**config.mk**
```make
export PLATFORM = sky130hd
export DESIGN_NAME = regfile_read_port
export DESIGN_NICKNAME = d
export VERILOG_FILES = /design/src/rtl/regfile_read_port.sv
export SDC_FILE = /design/constraint.sdc
export NUM_CORES = 1
export LEC_CHECK = 0
export CELL_PAD_IN_SITES_DETAIL_PLACEMENT = 1
export CELL_PAD_IN_SITES_GLOBAL_PLACEMENT = 1
export CORE_MARGIN = 3
export CORE_UTILIZATION = 55
export CTS_CLUSTER_SIZE = 28
export DETAILED_ROUTE_END_ITERATION = 8
export HOLD_SLACK_MARGIN = 0.12
export PLACE_DENSITY_LB_ADDON = 0.1
export SYNTH_ARGS = -nofsm -noshare
export SYNTH_HDL_FRONTEND = slang
export SYNTH_SLANG_ARGS = --single-unit
```
**constraint.sdc**
```tcl
create_clock -name clk -period 4 [get_ports clk]
set_input_delay 1 -clock clk [delete_from_list [all_inputs] [get_ports clk]]
set_output_delay 1 -clock clk [all_outputs]
set_load 0.01 [all_outputs]
```
**src/rtl/regfile_read_port.sv**
```systemverilog
// Register bank with one write strobe and one registered, handshaked read port; all state moves on negedge clk.
// Optional macro R0_BASE_ZERO_EN: a read of register 0 qualified by ba_out returns zero.
module regfile_read_port #(
  parameter int WIDTH    = 32,
  parameter int NUM_REGS = 16,
  parameter int AW       = $clog2(NUM_REGS)
) (
  input  logic             clk,
  input  logic             clr,
  input  logic             wr_en,
  input  logic [AW-1:0]    wr_addr,
  input  logic [WIDTH-1:0] wr_data,
  input  logic             rd_req,
  input  logic [AW-1:0]    rd_addr,
  output logic             rd_gnt,
  output logic             rd_valid,
  output logic [WIDTH-1:0] rd_data,
  input  logic             rd_ready,
  input  logic             ba_out
);

  // Handshake: a request is accepted (rd_gnt) when no result is held or the held one is
  // consumed on the same edge; a held result stays frozen until rd_ready=1 while rd_valid=1.
  typedef enum logic {IDLE = 1'b0, HOLD = 1'b1} state_t;

  state_t           state;
  state_t           state_nxt;
  logic [WIDTH-1:0] mem [NUM_REGS];
  logic [WIDTH-1:0] rd_val;

  always_ff @(negedge clk or negedge clr) begin
    if (!clr) state <= IDLE;
    else      state <= state_nxt;
  end

  always_comb begin
    state_nxt = state;
    case (state)
      IDLE:    if (rd_gnt) state_nxt = HOLD;
      HOLD:    if (rd_ready && !rd_req) state_nxt = IDLE;
      default: state_nxt = IDLE;
    endcase
  end

  always_comb begin
    rd_valid = 1'b0;
    rd_gnt   = 1'b0;
    rd_valid = (state == HOLD);
    rd_gnt   = clr & rd_req & (~rd_valid | rd_ready);
  end

  // Same-edge write to the requested register is forwarded to the reader.
  always_comb begin
    rd_val = mem[rd_addr];
    if (wr_en && (wr_addr == rd_addr)) rd_val = wr_data;
`ifdef R0_BASE_ZERO_EN
    if (ba_out && (rd_addr == '0)) rd_val = '0;
`endif
  end

`ifndef R0_BASE_ZERO_EN
  logic unused_ba;
  assign unused_ba = ba_out;
`endif

  always_ff @(negedge clk or negedge clr) begin
    if (!clr) begin
      for (int i = 0; i < NUM_REGS; i++) mem[i] <= '0;
      rd_data <= '0;
    end else begin
      if (wr_en) mem[wr_addr] <= wr_data;
      if (rd_gnt) rd_data <= rd_val;
    end
  end

endmodule

```
Yosys cells after proc, flatten, opt, wreduce, memory -nomap -nowiden
Index checks and enable logic that the tools add are counted.

Equality and inequality tests: 1. Reduce and logical (&&, ||, !) cells: 4. Bitwise operators: 6. Order comparisons: 3. Multiplexer cells: 10.

Operators with widths (count): 512-bit bitwise mux (1); 32-bit binary-select mux with 4-bit select (1); 32-bit demux with 4-bit select (1); 32-bit 2-to-1 mux (4); 5-bit >= comparator, second input constant (2); 4-bit inverter with 5-bit output (2); 5-bit by 1-bit < comparator with 1-bit output, second input constant (1); 4-bit equality test (1); 1-bit logical AND (3); 1-bit bitwise AND (2); 1-bit 2-to-1 mux (2); 1-bit one-hot mux with 2 select lines (1); 1-bit logical NOT (1); 1-bit inverter (1); 1-bit bitwise OR (1).

Input bits: 46. Logic and storage cells: 42. Output and inout port bits: 34. Flip-flop bits (word level): 545.

Logic depth before layout (Yosys ltp)
Word-level depth: 6. Depth in mapped cells: 8. Depth with buffers taken out: 4.

==> out/results.tsv <==
stage	metric	value	unit
setup_path	slowest_stage	dfrtn_1	
floorplan	rows	77	
yosys	synth.avg_cell_area	14.7	um2
sta	drv_slew	0	
yosys	ys_types	31	
clock_network	ctsLongestPathBuffers	3	
finish	fillers	3575	
power_and_ir_drop	ir_drop	0.000466	V
yosys	ys_warn_count	0	
sta	relSlewSlack	0.407	
yosys	synthArstFlopShare	1.00	
setup_path	crit_type	reg2out	
sta	skew	12.2	ps
power_and_ir_drop	p_clk_frac	0.319	
run	drv_cap	0	
setup_path	worst_setup_path_start_kind	register	
detailed_routing	ant_nets	0	
setup_path	end_kind	output pin	
setup_path	path_buf_inv	2	
clock_network	insertion_delay	610	ps
detailed_routing	vias	19008	
power_and_ir_drop	combinationalPowerShare	0.246	
floorplan	start_util	0.561	
detailed_routing	first_pass_iters	5	
clock_network	path_clk_slew	50	ps
setup_path	required	3000	ps
setup_path	cp.arrival	3570	ps
yosys	ys.flop_type	dfrtn_1	
global_route	grt_max_degree	144	
yosys	synth-seq-cells	545	
global_route	grt.overflow.total	0	
min_path	hp-class	reg2reg	
finish	layout_common_cells	dfrtn_1 (545), mux2_2 (294), mux2_4 (282)	
run_status	status	finished with violations	
placement	portBuffers	78	
yosys	synth_edf_count	0	
placement	gp_congestion	0.789	
clock_network	htreeDepth	2	
global_route	antenna_found_initial	3	
placement	placed_cell_area	29100	um2
setup_path	cp_top_family	flip-flops	
global_route	grt_pass1_vias	20507	
floorplan	die_y	219	um
run_status	failed_checks	setup timing	
floorplan	ioPinCount	80	
global_route	grt_first_pass_wirelength	147000	um
clock_network	clock_sinks	545	
detailed_routing	drt-initial-drc-count	1868	
sta	hold_violations	0	
clock_network	cts_tree	yes	
finish	mostFrequentLayoutCell	dfrtn_1	
yosys	syn_nets	1751	
power_and_ir_drop	seq_power_share	0.436	
sta	rsz0062_at_grt	yes	
placement	dp_hpwl	47000	um
sta	holdWs	453	ps
floorplan	die_area	48000	um2
global_route	grt_usage	0.422	
power_and_ir_drop	switching_power	0.00572	W
floorplan	fp.dieW	219	um
yosys	syn-instance-count	1705	
detailed_routing	wl_per_cell	43.5	um
setup_path	crit_chain	nor2b_4, nor2_4, buf_6, buf_6	
sta	worstMarginPinSlew	890	ps
floorplan	coreArea	44500	um2
finish	ff_latch_area	13600	um2
yosys	syn-cell-area	25000	um2
detailed_routing	via_per_inst	7.34	
power_and_ir_drop	p_leak	14.4	nW
finish	nets	1992	
clock_network	cts-root-buf	clkbuf_16	
sta	setup_ws	-571	ps
detailed_routing	drc	0	
power_and_ir_drop	intPower	0.0128	W
finish	synthToLayoutAreaGrowth	31.5	%
finish	fin_area	32900	um2
detailed_routing	routed_wirelength	113000	um
power_and_ir_drop	p_per_area	563	nW/um2
setup_path	critPathMaxStageDelay	440	ps
setup_path	cpMostUsedCell	buf_6	
power_and_ir_drop	swShare	0.309	
sta	setup_viol	121	
yosys	ys_seq_area_frac	0.546	
clock_network	cts_made_buffers	57	
finish	multi_input_area	12400	um2
finish	drive_above_1_share	0.588	
setup_path	cp_max_fo	2	
[state kept, by name (all words and copies together), names as in the netlist]
signal,flops
rd_valid,1
mem,512
rd_data,32
[power groups by stage]
stage	clock [W]	combinational [W]	sequential (W)
after detailed placement	0	0.00360	0.00774
after global placement	0	0.00341	0.00760
after CTS	0.00567	0.00396	0.00777
after floorplan	0	0.00258	0.00746
after global routing	0.00609	0.00467	0.00811
final	0.00590	0.00454	0.00806
[cell families (layout without fill, tap and decap cells)]
family,count (synthesis),count (layout),share of synthesized area
XOR/XNOR,4,4,0.00140
other,0,3,0
multiplexers,704,704,0.359
AO/OA/AOI/OAI,162,162,0.0407
flip-flops,545,545,0.546
buffers and inverters,160,449,0.0296
AND/OR/NAND/NOR,130,130,0.0233
[cell usage after synthesis, types with 2 or more instances]
cell	instances	area share
nor3_1	32	0.0064
mux2i_1	32	0.013
a31oi_1	32	0.0080
o31a_1	32	0.011
nand3b_1	4	0.0012
buf_6	4	0.0018
dfrtn_1	545	0.55
clkbuf_1	80	0.012
mux4_2	96	0.087
buf_2	65	0.013
nand2b_1	4	0.0010
mux2_1	10	0.0045
buf_1	7	0.0011
o21ai_0	33	0.0066
a21oi_1	32	0.0064
xor2_1	3	0.0011
mux2_2	566	0.26
and2_1	2	0.00050
nand2_1	5	0.00075
o22ai_1	32	0.0080
nor2_1	75	0.011
buf_4	3	0.00090
or3_1	3	0.00075
[path summary, 6_finish.rpt]
check	from	endpoint	slack, ps	cells after the start
max in group asynchronous	clr	rd_data[16]$_DFFE_NN0P_	450	4
min in group asynchronous	clr	mem[349]$_DFFE_NN0P_	2350	3
max	rd_valid$_DFF_NN0_	rd_gnt	-570	4
max reg2reg	rd_valid$_DFF_NN0_	rd_data[11]$_DFFE_NN0P_	1930	6
min	mem[9]$_DFFE_NN0P_	mem[9]$_DFFE_NN0P_	450	1
min reg2reg	mem[9]$_DFFE_NN0P_	mem[9]$_DFFE_NN0P_	450	1
[layout make-up]
type | count | area share
flip-flops and latches | 545 | 0.415
multi-input cells | 1000 | 0.377
repair buffers | 342 | 0.125
clock buffers | 89 | 0.0542
well taps | 592 | 0.0225
clock inverters | 18 | 0.00590
diodes | 3 | 0.000229
[timing repair]
action / 4_1_cts / 5_1_grt
setup buffers: 43 / 29
cloned: 13 / 5
endpoints found under the setup margin: 578 / 402
gates resized for setup: 290 / 91
pin swaps: 24 / 32
hold buffers: 0 / 0
[per-layer routing]
| layer | routed length, um | vias to the layer above | global-route usage |
|---|---|---|---|
| li1 | - | 6800 | - |
| met1 | 38900 | 9858 | 0.517 |
| met2 | 52700 | 1667 | 0.687 |
| met3 | 11200 | 681 | 0.0982 |
| met4 | 9740 | 2 | 0.253 |
| met5 | 13 | - | 0 |
[per-stage QoR]
step / TNS (ps) / utilization / std cells / setup slack (ps) / power (W)
floorplan: -97190 / - / 1705 / -462 / 0.0100
global placement: -505860 / 0.654 / 2400 / -1010 / 0.0110
detailed placement: -525430 / 0.654 / 2400 / -1060 / 0.0113
CTS: -9420 / 0.725 / 2561 / -502 / 0.0174
global route: -14470 / 0.738 / 2586 / -591 / 0.0189
finish: -14260 / 0.738 / 2589 / -571 / 0.0185
Note: power is estimated with default switching activity, not from simulation.
